===== src/rtl/alarm_pkg.sv =====
// Shared types and constants for the alarm trigger block.
// Holds the FSM state enum, time-field widths and the match helper.
package alarm_pkg;

  typedef enum logic [1:0] {
    IDLE    = 2'd0,
    RINGING = 2'd1,
    SNOOZE  = 2'd2
  } state_e;

  localparam int HOUR_W       = 5;
  localparam int MIN_W        = 6;
  localparam int SEC_W        = 6;
  localparam int SECS_PER_MIN = 60;

  localparam int RING_W = 8;
  localparam int SNZ_W  = 12;
  localparam int SCNT_W = 2;

  // True on the exact top-of-minute second of the stored alarm time.
  function automatic logic time_hit(
    input logic [HOUR_W-1:0] ch,
    input logic [MIN_W-1:0]  cm,
    input logic [SEC_W-1:0]  cs,
    input logic [HOUR_W-1:0] ah,
    input logic [MIN_W-1:0]  am
  );
    return (ch == ah) && (cm == am) && (cs == '0);
  endfunction

endpackage


===== src/rtl/alarm_trigger_button_edge.sv =====
// One-flop rising-edge detector for a synchronous button level.
// Ports: i_clk, i_rst_n (async low), i_btn level in, o_rise one-clk pulse.
module button_edge (
  input  logic i_clk,
  input  logic i_rst_n,
  input  logic i_btn,
  output logic o_rise
);

  logic r_prev;

  always_ff @(posedge i_clk or negedge i_rst_n) begin
    if (!i_rst_n) r_prev <= 1'b0;
    else          r_prev <= i_btn;
  end

  assign o_rise = i_btn & ~r_prev;

endmodule


===== src/rtl/alarm_trigger.sv =====
// Alarm trigger: compares alarm vs clock time, drives buzzer, snooze/stop.
// Ports: clk, rst (async low), sec_tick, cur_*, alarm_*, alarm_on,
//   set_alarm_en, snooze_button, stop_button -> o_buzzer, o_ringing,
//   o_snoozed, o_snooze_cnt. Macro BUZZER_BEEP_EN selects 1s beep pattern.
module alarm_trigger
  import alarm_pkg::*;
#(
  parameter int RING_SECS  = 60,
  parameter int SNOOZE_MIN = 5,
  parameter int MAX_SNOOZE = 3
) (
  input  logic              clk,
  input  logic              rst,
  input  logic              sec_tick,
  input  logic [HOUR_W-1:0] cur_hours,
  input  logic [MIN_W-1:0]  cur_minutes,
  input  logic [SEC_W-1:0]  cur_seconds,
  input  logic [HOUR_W-1:0] alarm_hours,
  input  logic [MIN_W-1:0]  alarm_minutes,
  input  logic              alarm_on,
  input  logic              set_alarm_en,
  input  logic              snooze_button,
  input  logic              stop_button,
  output logic              o_buzzer,
  output logic              o_ringing,
  output logic              o_snoozed,
  output logic [1:0]        o_snooze_cnt
);

  localparam logic [RING_W-1:0] RING_LAST =
    RING_W'(RING_SECS - 1);
  localparam logic [SNZ_W-1:0] SNZ_LAST =
    SNZ_W'(SNOOZE_MIN * SECS_PER_MIN - 1);
  localparam logic [SCNT_W-1:0] SCNT_MAX =
    SCNT_W'(MAX_SNOOZE);

  state_e r_state;
  state_e w_next;

  logic [RING_W-1:0] r_ring_cnt;
  logic [RING_W-1:0] w_ring_nxt;
  logic [SNZ_W-1:0]  r_snz_cnt;
  logic [SNZ_W-1:0]  w_snz_nxt;
  logic [SCNT_W-1:0] r_scnt;
  logic [SCNT_W-1:0] w_scnt_nxt;

  logic r_ringing;
  logic r_snoozed;

  logic w_snz_edge;
  logic w_stp_edge;
  logic w_enabled;
  logic w_match;

  button_edge u_snz_edge (
    .i_clk   (clk),
    .i_rst_n (rst),
    .i_btn   (snooze_button),
    .o_rise  (w_snz_edge)
  );

  button_edge u_stp_edge (
    .i_clk   (clk),
    .i_rst_n (rst),
    .i_btn   (stop_button),
    .o_rise  (w_stp_edge)
  );

  assign w_enabled = alarm_on & ~set_alarm_en;

  assign w_match = w_enabled & sec_tick &
    time_hit(cur_hours, cur_minutes, cur_seconds,
             alarm_hours, alarm_minutes);

  always_comb begin
    w_next     = r_state;
    w_ring_nxt = r_ring_cnt;
    w_snz_nxt  = r_snz_cnt;
    w_scnt_nxt = r_scnt;
    if (!w_enabled) begin
      w_next = IDLE;
    end else begin
      unique case (r_state)
        IDLE: begin
          if (w_match) begin
            w_next     = RINGING;
            w_ring_nxt = '0;
            w_scnt_nxt = '0;
          end
        end
        RINGING: begin
          if (w_stp_edge) begin
            w_next = IDLE;
          end else if (w_snz_edge) begin
            // Snooze past the budget behaves as stop.
            if (r_scnt < SCNT_MAX) begin
              w_next     = SNOOZE;
              w_snz_nxt  = '0;
              w_scnt_nxt = r_scnt + 1'b1;
            end else begin
              w_next = IDLE;
            end
          end else if (sec_tick) begin
            if (r_ring_cnt == RING_LAST) w_next = IDLE;
            else w_ring_nxt = r_ring_cnt + 1'b1;
          end
        end
        SNOOZE: begin
          if (w_stp_edge) begin
            w_next = IDLE;
          end else if (sec_tick) begin
            if (r_snz_cnt == SNZ_LAST) begin
              w_next     = RINGING;
              w_ring_nxt = '0;
            end else begin
              w_snz_nxt = r_snz_cnt + 1'b1;
            end
          end
        end
        default: w_next = IDLE;
      endcase
    end
  end

  always_ff @(posedge clk or negedge rst) begin
    if (!rst) begin
      r_state    <= IDLE;
      r_ring_cnt <= '0;
      r_snz_cnt  <= '0;
      r_scnt     <= '0;
      r_ringing  <= 1'b0;
      r_snoozed  <= 1'b0;
    end else begin
      r_state    <= w_next;
      r_ring_cnt <= w_ring_nxt;
      r_snz_cnt  <= w_snz_nxt;
      r_scnt     <= w_scnt_nxt;
      r_ringing  <= (w_next == RINGING);
      r_snoozed  <= (w_next == SNOOZE);
    end
  end

`ifdef BUZZER_BEEP_EN
  logic r_beep;

  // Starts on at ring entry, then flips once per second.
  always_ff @(posedge clk or negedge rst) begin
    if (!rst) begin
      r_beep <= 1'b0;
    end else if (w_next != RINGING) begin
      r_beep <= 1'b0;
    end else if (r_state != RINGING) begin
      r_beep <= 1'b1;
    end else if (sec_tick) begin
      r_beep <= ~r_beep;
    end
  end

  assign o_buzzer = r_beep;
`else
  assign o_buzzer = r_ringing;
`endif

  assign o_ringing    = r_ringing;
  assign o_snoozed    = r_snoozed;
  assign o_snooze_cnt = r_scnt;

endmodule


===== config.mk =====
export PLATFORM = sky130hd
export DESIGN_NAME = alarm_trigger
export DESIGN_NICKNAME = d
export VERILOG_FILES = /design/src/rtl/alarm_pkg.sv /design/src/rtl/alarm_trigger_button_edge.sv /design/src/rtl/alarm_trigger.sv
export SDC_FILE = /design/constraint.sdc
export NUM_CORES = 1
export LEC_CHECK = 0
export ABC_AREA = 1
export CORE_ASPECT_RATIO = 0.9
export CORE_MARGIN = 3
export CORE_UTILIZATION = 35
export CTS_CLUSTER_DIAMETER = 30
export CTS_CLUSTER_SIZE = 10
export DETAILED_ROUTE_END_ITERATION = 8
export GPL_ROUTABILITY_DRIVEN = 0
export GPL_TIMING_DRIVEN = 0
export HOLD_SLACK_MARGIN = 0.1
export PLACE_DENSITY = 0.69
export SYNTH_ARGS = -nofsm -noshare
export SYNTH_HDL_FRONTEND = slang
export SYNTH_SLANG_ARGS = --single-unit

===== constraint.sdc =====
create_clock -name clk -period 3.1 [get_ports clk]
set_clock_uncertainty 0.15 [all_clocks]
set_input_delay 0.465 -clock clk [delete_from_list [all_inputs] [get_ports clk]]
set_output_delay 0.465 -clock clk [all_outputs]
set_load 0.01 [all_outputs]

==> flow_summary.toml <==
[clocking]
cts_buffers = 3
cts_resized = 0
htree_levels = 1
cts.path.max_buffers = 2
clk_latency_ns = 0.28
post_cts_buffers = 0
hold_buffers = 0
cts_root_buf = "clkbuf_8"
cts_tree = "yes"
clock_sinks = 28
clk_pin_slew_worst_paths_ns = 0.09

[timing]
worst_pin_slew_ns = 0.633
setup_viol = 0
layout_min_cycle_time_ns = 2.00
finalCritPeriodShare_pct = 64.7
slew_violations = 0
max_slew_margin_pct = 57.8
tns_ns = 0
rsz0062_at_grt = "no"
fmax_mhz = 499
final_hold_viol_count = 0
whs_ns = 0.349

[setup_path]
crit_chain = "clkdlybuf4s50_1, inv_1, nor2_1, nand2_1, nor2_1, nand2_1, nor2_1, nand2_1, nand2_4, nand2_4, nand2_1, nand2_1"
crit_slowest_cell = "clkdlybuf4s50_1"
worstSetupEndpointType = "register"
start_kind = "input pin"
crit_family = "simple AND/OR/NAND/NOR gates"
cp.buffers_inverters = 2
r2r-start = "r_snz_cnt[0]"
cp.arrival_ns = 2.02
cp_max_fo = 9
worstPathRequired_ns = 3.12
cp_slowest_stage_delay_ns = 0.53
path_class = "input pin to register"
cpMostUsedCell = "nand2_1"
crit_start = "sec_tick"

[synth]
netlist.area_leader.share_pct = 33.9
ys_ff_latch = 28
syn_area_mm2 = 0.00207
avgSynthCellArea_um2 = 6.68
yosysWarningCount = 0
ys_top_cells_by_area = "dfrtp_1 34%, nand2_1 18%, nor2_1 8.7%, inv_1 7.3%, nand3_1 5.6%"
synth.most_common_cell = "nand2_1"
async_flop_share_pct = 100
synthSimpleGateAreaFrac_pct = 42.7
synth_top_family_by_area = "simple AND/OR/NAND/NOR gates"
synth_common_cells = "98 x nand2_1, 48 x nor2_1, 40 x inv_1"
muxShareOfSynthArea_pct = 0
synth_cells = 310
synth_flop_cell = "dfrtp_1"
ys_seq_area_share_pct = 33.9
yosysTopAreaCell = "dfrtp_1"
synth_xor_area_share_pct = 5.50
synth_adder_area_share_pct = 1.81
synth_fp_nets = 348
synth_edf_count = 0
synth_compound_gate_area_share_pct = 5.38
synth.distinct_cells = 30

[finish]
antennaDiodeCount = 0
fin_nets = 393
syn_to_final_growth_pct = 25.8
design_area_mm2 = 0.00260
drive_above_1_share_pct = 9.04

[job]
max_cap_viol_count = 0

[die]
die_w_um = 87.1
die_height_um = 79.0
initial_core_util_pct = 37.8
ios = 40
die_area_mm2 = 0.00687
coreArea_mm2 = 0.00547
rows = 25

[power_and_ir_drop]
ir_drop_mv = 0.165
power.leakage_uw = 0.00128
power.density_mw_per_mm2 = 278

[place]
dp_hpwl_mm = 3.59
io_buffers = 39
place_area_mm2 = 0.00254

[hold_path]
hp-class = "register to register"
worstHoldStart = "r_ring_cnt[4]"

[route]
wirelength_mm = 4.51
vias = 1911
wire_per_inst_um = 10.7
ant_nets = 0
drtPass1Iterations = 4
viasPerCell = 4.54
drc = 0
dr.first_iter.drc_count = 81

[global_route]
grt_first_pass_wirelength_mm = 8.04
grt_antenna_before_repair = 0
grt_start_max_net_pins = 29
grt_usage_pct = 14.3
gr-total-overflow = 0
grt_pass1_vias = 1787

[run_status]
outcome = "finished, final reports clean"
registers in the layout (all words and copies together) (netlist names):
name,flops
r_ring_cnt,8
r_snz_cnt,12
o_snooze_cnt,2
u_snz_edge.r_prev,1
o_buzzer,1
r_state,2
u_stp_edge.r_prev,1
o_snoozed,1
per-layer routing:
metal  vias to the layer above  global-route usage (%)  part of all wire [%]
li1                       1050                       -                     -
met1                       843                    19.4                    51
met2                        14                    23.8                    46
met3                         4                    2.80                   2.2
met4                         0                    2.34                  0.47
met5                         -                       0                     0
kinds of logic (layout without fill, tap and decap cells):
family / count (synthesis) / count (layout)
DFF: 28 / 28
buffers and inverters: 50 / 94
xor gates and xnor gates: 13 / 13
and+or+nand+nor: 195 / 195
adders and majority gates: 3 / 3
AOI/OAI and AO/OA: 21 / 21
metrics by stage:
| stage | worst slack, ns | cells | util [%] | power [uW] |
|---|---|---|---|---|
| 3_3_place_gp | 0.840 | 416 | 46.5 | 501 |
| 5_1_grt | 0.861 | 421 | 47.6 | 763 |
| 3_5_place_dp | 0.811 | 416 | 46.5 | 503 |
| 4_1_cts | 1.10 | 420 | 47.5 | 733 |
| 2_1_floorplan | 1.44 | 310 | - | 439 |
| 6_report | 1.10 | 421 | 47.6 | 724 |
worst reg2reg max path, cell delays in order (launching register included):
cell and delay (ns):
dfrtp_1 0.42, ha_1 0.28, nand2_1 0.07, nor2_1 0.14
nand3_1 0.09, nand2_1 0.10, nand2_4 0.09, nor2_8 0.20
nand2_4 0.11, nand2_1 0.07, nand2_1 0.05
cell usage in the layout (no fill, tap or decap), types with 2 or more instances in the layout:
cell type         n
nand3_1          23
clkdlybuf4s50_1  38
dfrtp_1          28
buf_6             2
nor3_1            2
inv_1            40
o21ai_0           2
ha_1              3
xor2_1           11
nor2_1           48
inv_2             3
nand2_1          98
nor2_2            3
nor3b_1           2
nand2_4           5
nand2_2           4
xnor2_1           2
clkbuf_8          4
buf_2             2
o21ai_1          12
nand4_1           6
a21oi_1           5
cell type report:
cell class / instances / area [um^2]
plain buffers: 5 / 50.0
clock buffers: 4 / 55.1
fillers: 552 / 2870
inverters: 45 / 173
multi-input cells: 232 / 1150
flip-flops and latches: 28 / 701
well taps: 67 / 83.8
repair buffers: 40 / 395
path summary, 6_finish.rpt:
path / endpoint / slack (ns) / depth (start not counted)
max in group asynchronous: r_ring_cnt[3] / 1.80 / 2
setup reg to reg: r_ring_cnt[2] / 1.23 / 10
setup / recovery: r_ring_cnt[2] / 1.10 / 12
hold / removal: r_ring_cnt[4] / 0.35 / 2
min in group asynchronous: r_snz_cnt[7] / 0.58 / 2
hold reg to reg: r_ring_cnt[4] / 0.35 / 2
report_power, final:
| group | internal (uW) | leakage [uW] | switching (uW) |
|---|---|---|---|
| sequential | 374 | 0.000359 | 8.10 |
| combinational | 60.7 | 0.000891 | 53.2 |
| clock | 114 | 0.0000288 | 115 |
| total | 548 | 0.00128 | 176 |
No activity file was read; power rests on OpenSTA's default activity.
==> edit 1, RTL diff (config.mk and constraints unchanged) <==
Compare `r_ring_cnt` against `RING_LAST` with >= in place of ==.
--- a/src/rtl/alarm_trigger.sv
+++ b/src/rtl/alarm_trigger.sv
@@ -102,5 +102,5 @@
             end
           end else if (sec_tick) begin
-            if (r_ring_cnt == RING_LAST) w_next = IDLE;
+            if (r_ring_cnt >= RING_LAST) w_next = IDLE;
             else w_ring_nxt = r_ring_cnt + 1'b1;
           end
Formal check against the unedited RTL: same outputs for any inputs over 10 cycles, from zero or initial values and one cycle with rst low; that may be too few to reach the edited logic, so the function may still have changed.
==> edit 1 against the original RTL <==
Design area shrank 1.2%; combinational power shrank 15%; area after synthesis shrank 2.4%; routed wire length grew 1.4%; global-route usage shrank 0.060 points; setup slack gained 5.8 ps; power grew 6.0%; non-clock buffer count shrank 1; final cell count shrank 1.2%; die area shrank 2.2%; first-iteration DRC count grew 36%; sequential cell count is the same; count of clock-buffer cells in the layout shrank 1; critical path type unchanged; largest cell class unchanged; largest power group unchanged; highest routed layer unchanged.
==> edit 1: results <==
export IMPL_status="finished clean"
export IMPL_vias_per_cell=4.59
export IMPL_synth_commonest_cells="101 x nand2_1, 45 x nor2_1, 41 x inv_1"
export IMPL_grt_max_degree=29
export IMPL_power_frac_comb=0.127
export IMPL_p_clk_frac=0.388
export IMPL_rrSetupSlack_ps=1150
export IMPL_leakage_nw=1.31
export IMPL_max_stage_delay_ps=450
export IMPL_cp_startpoint="alarm_on"
export IMPL_synthAdderAreaFrac=0.0186
export IMPL_place_ws_ps=764
export IMPL_yosysUniqueCellTypes=28
export IMPL_grt_usage=0.143
export IMPL_seq_area_frac_synth=0.347
export IMPL_hold_start="r_ring_cnt[1]"
export IMPL_power_total_uw=768
export IMPL_dp_cells=411
export IMPL_tightest_slew_ps=632
export IMPL_place_area_mm2=0.00249
export IMPL_synth_fp_nets=343
export IMPL_netlist_top_cells_area="dfrtp_1 35%, nand2_1 19%, nor2_1 8.4%, inv_1 7.6%, nand3_1 5.9%"
export IMPL_arrival_ps=2040
export IMPL_hold_path_cell_count=2
export IMPL_postCtsResizedCells=0
export IMPL_synth_compound_area_frac=0.0700
export IMPL_r2r_start="r_snz_cnt[0]"
export IMPL_muxShareOfSynthArea=0
export IMPL_yosys_area_share_xor_xnor=0.0477
export IMPL_first_iter_violations=110
export IMPL_fmax_mhz=500
export IMPL_whs_endpoint="r_ring_cnt[1]"
export IMPL_crit_fanout=10
export IMPL_synth_ff_type="dfrtp_1"
export IMPL_wire_per_inst_um=11.0
export IMPL_reg2reg_to="r_ring_cnt[1]"
export IMPL_hold_ws_ps=365
export IMPL_drive_gt1_frac=0.0888
export IMPL_synth_area_per_cell_um2=6.63
export IMPL_crit_end="o_snooze_cnt[0]"
export IMPL_vdd_drop_max_mv=0.187
export IMPL_switching_share=0.224
export IMPL_fillCellCount=545
export IMPL_first_global_vias=1676
export IMPL_nets=388
export IMPL_grt_pass1_wl_um=7790
export IMPL_hpwl_um=3530
export IMPL_rr_worst_depth=10
[edit 1: cell count changes in the layout (fill, tap and decap cells not counted), sizes merged, moves of 2 or more]
cell	before	now
o21ai	14	12
nor3b	2	0
or2	0	2
a21boi	0	2
a21oi	6	8
nor2	53	49
[edit 1: final cells by class]
| class | instances | area (um2) | share of cell area |
|---|---|---|---|
| inverters | 45 | 181 | 0.0706 |
| well taps | 67 | 83.8 | 0.0326 |
| flip-flops and latches | 28 | 701 | 0.273 |
| clock buffers | 3 | 41.3 | 0.0161 |
| clock inverters | 1 | 30.0 | 0.0117 |
| plain buffers | 4 | 41.3 | 0.0161 |
| repair buffers | 40 | 395 | 0.154 |
| multi-input cells | 228 | 1100 | 0.427 |
[edit 1: layer usage]
layer,track usage,wire length (um)
met1,0.216,2450
met2,0.210,1840
met3,0.0136,201
met4,0.0475,76
met5,0,0
[edit 1: worst max-delay path, delay by kind of cell]
| family | cells | cell delay (ps) |
|---|---|---|
| buffers and inverters | 3 | 670 |
| AND/OR/NAND/NOR | 10 | 900 |
==> edit 2, RTL diff (config.mk and constraints unchanged) <==
Without the edit above. Change the parameter `RING_SECS` from 60 to 32.
--- a/src/rtl/alarm_trigger.sv
+++ b/src/rtl/alarm_trigger.sv
@@ -6,5 +6,5 @@
   import alarm_pkg::*;
 #(
-  parameter int RING_SECS  = 60,
+  parameter int RING_SECS  = 32,
   parameter int SNOOZE_MIN = 5,
   parameter int MAX_SNOOZE = 3
Function: no difference found for any inputs over 10 cycles, from zero or initial values and one cycle with rst low; that may be too few to reach the edited logic, so the function may still have changed.
==> edit 2 against the original RTL <==
Area after synthesis fell by 3.8%; routed wire length up 3.5%; power is 0.82% higher; largest cell class unchanged; design area fell by 3.0%; first-iteration DRC count is 3.7% higher; critical path type unchanged; setup slack got worse by 180 ps; via count up 2.8%; register-to-register slack got worse by 70 ps; sequential cell count did not move.
==> edit 2: results <==
export IMPL_max_stage_delay_ps=450
export IMPL_clkLatencyLatePin_ps=280
export IMPL_nets=389
export IMPL_arrival_ps=2210
export IMPL_grt_usage=0.150
export IMPL_crit_fanout=10
export IMPL_hpwl_um=3660
export IMPL_finalMaxSlewViolations=0
export IMPL_first_global_vias=1825
export IMPL_crit_end="r_ring_cnt[0]"
export IMPL_cp_startpoint="alarm_on"
export IMPL_drive_gt1_frac=0.0543
export IMPL_p_seq_frac=0.523
export IMPL_vias_per_cell=4.71
export IMPL_finalSetupViolations=0
export IMPL_io_buffers=39
export IMPL_critPathTopFamily="simple AND/OR/NAND/NOR gates"
export IMPL_cpMaxStageDelayCell="clkdlybuf4s50_1"
export IMPL_leakage_nw=1.25
export IMPL_clkTransAtPathRegs_ps=100
export IMPL_antenna_found_initial=0
export IMPL_grt_pass1_wl_um=8250
export IMPL_clock_root_buffer="clkbuf_8"
export IMPL_die_width_um=85.5
export IMPL_netlist_top_cells_area="dfrtp_1 35%, nand2_1 20%, nor2_1 8.3%, inv_1 7.9%, nand3_1 5.8%"
export IMPL_timing_slew_headroom=0.573
export IMPL_reg_largest_list="r_snz_cnt (12), r_ring_cnt (8)"
export IMPL_synth_fp_nets=344
export IMPL_ys_warn_count=0
export IMPL_vdd_drop_max_mv=0.211
export IMPL_pg_clk_uw=236
export IMPL_cts_setup_buffers=0
export IMPL_worst_hold_path_type="reg2reg"
export IMPL_numCtsBuffers=3
export IMPL_r2r_start="r_snz_cnt[0]"
export IMPL_power_total_uw=730
export IMPL_setup_ws_ps=919
export IMPL_async_flop_share=1.00
export IMPL_first_iter_violations=84
export IMPL_wire_per_inst_um=11.2
export IMPL_postCtsResizedCells=0
export IMPL_grt_max_degree=29
export IMPL_place_ws_ps=630
export IMPL_seq_area_frac_synth=0.352
export IMPL_synth_ff_type="dfrtp_1"
export IMPL_yosysUniqueCellTypes=25
export IMPL_clk_path_buf_depth=2
export IMPL_n_antenna_cell=0
export IMPL_rr_worst_depth=10
export IMPL_status="finished clean"
export IMPL_rrSetupSlack_ps=1160
export IMPL_synth_commonest_cells="104 x nand2_1, 44 x nor2_1, 42 x inv_1"
export IMPL_place_area_mm2=0.00246
export IMPL_switching_share=0.251
edit 2: through the flow:
step | hold WS [ps] | cells
2_1_floorplan | 19.4 | 306
3_3_place_gp | 337 | 412
3_5_place_dp | 350 | 412
4_1_cts | 376 | 416
5_1_grt | 406 | 417
6_report | 375 | 417
edit 2: worst min path at each step:
stage | cells after the start | from | endpoint | slack [ps]
final | 2 | r_ring_cnt[1] | r_ring_cnt[1] | 380
after global routing | 2 | r_ring_cnt[3] | r_ring_cnt[3] | 410
after CTS | 2 | r_ring_cnt[1] | r_ring_cnt[1] | 380
after detailed placement | 2 | r_ring_cnt[1] | r_ring_cnt[1] | 350
after global placement | 2 | r_ring_cnt[3] | r_ring_cnt[3] | 340
after floorplan | 0 | rst | o_buzzer | 20
edit 2: cell families after synthesis:
logic type | after synthesis | synth area share
AO/OA/AOI/OAI | 25 | 0.0717
XOR/XNOR | 10 | 0.0440
adder cells (fa/ha/maj) | 3 | 0.0189
buffers and inverters | 47 | 0.0968
flip-flops | 28 | 0.352
AND/OR/NAND/NOR | 193 | 0.417
edit 2: worst min-delay path, delay by kind of cell, from the launching register on:
| family | cells | cell delay, ps |
|---|---|---|
| flip-flops | 1 | 390 |
| AND/OR/NAND/NOR | 2 | 110 |
edit 2: timing repair:
item                                    CTS  global route
hold endpoints to repair                  0            28
endpoints found under the setup margin    0             0
hold buffers                              0             1
edit 2: metal layers:
layer  track usage  vias to the layer above  routed length [um]
met4        0.0142                        0                  14
met3        0.0287                        2                 141
met2         0.256                       27                2240
li1              -                     1048                   -
met1         0.204                      888                2270
met5             0                        -                   0
edit 2: layout make-up:
class | count | area (um2)
fill | 548 | 2860
multi-input combinational | 231 | 1100
sequential | 28 | 701
timing repair buffer | 40 | 395
inverter | 43 | 161
tap | 67 | 83.8
clock buffer | 4 | 55.1
buffer | 4 | 31.3
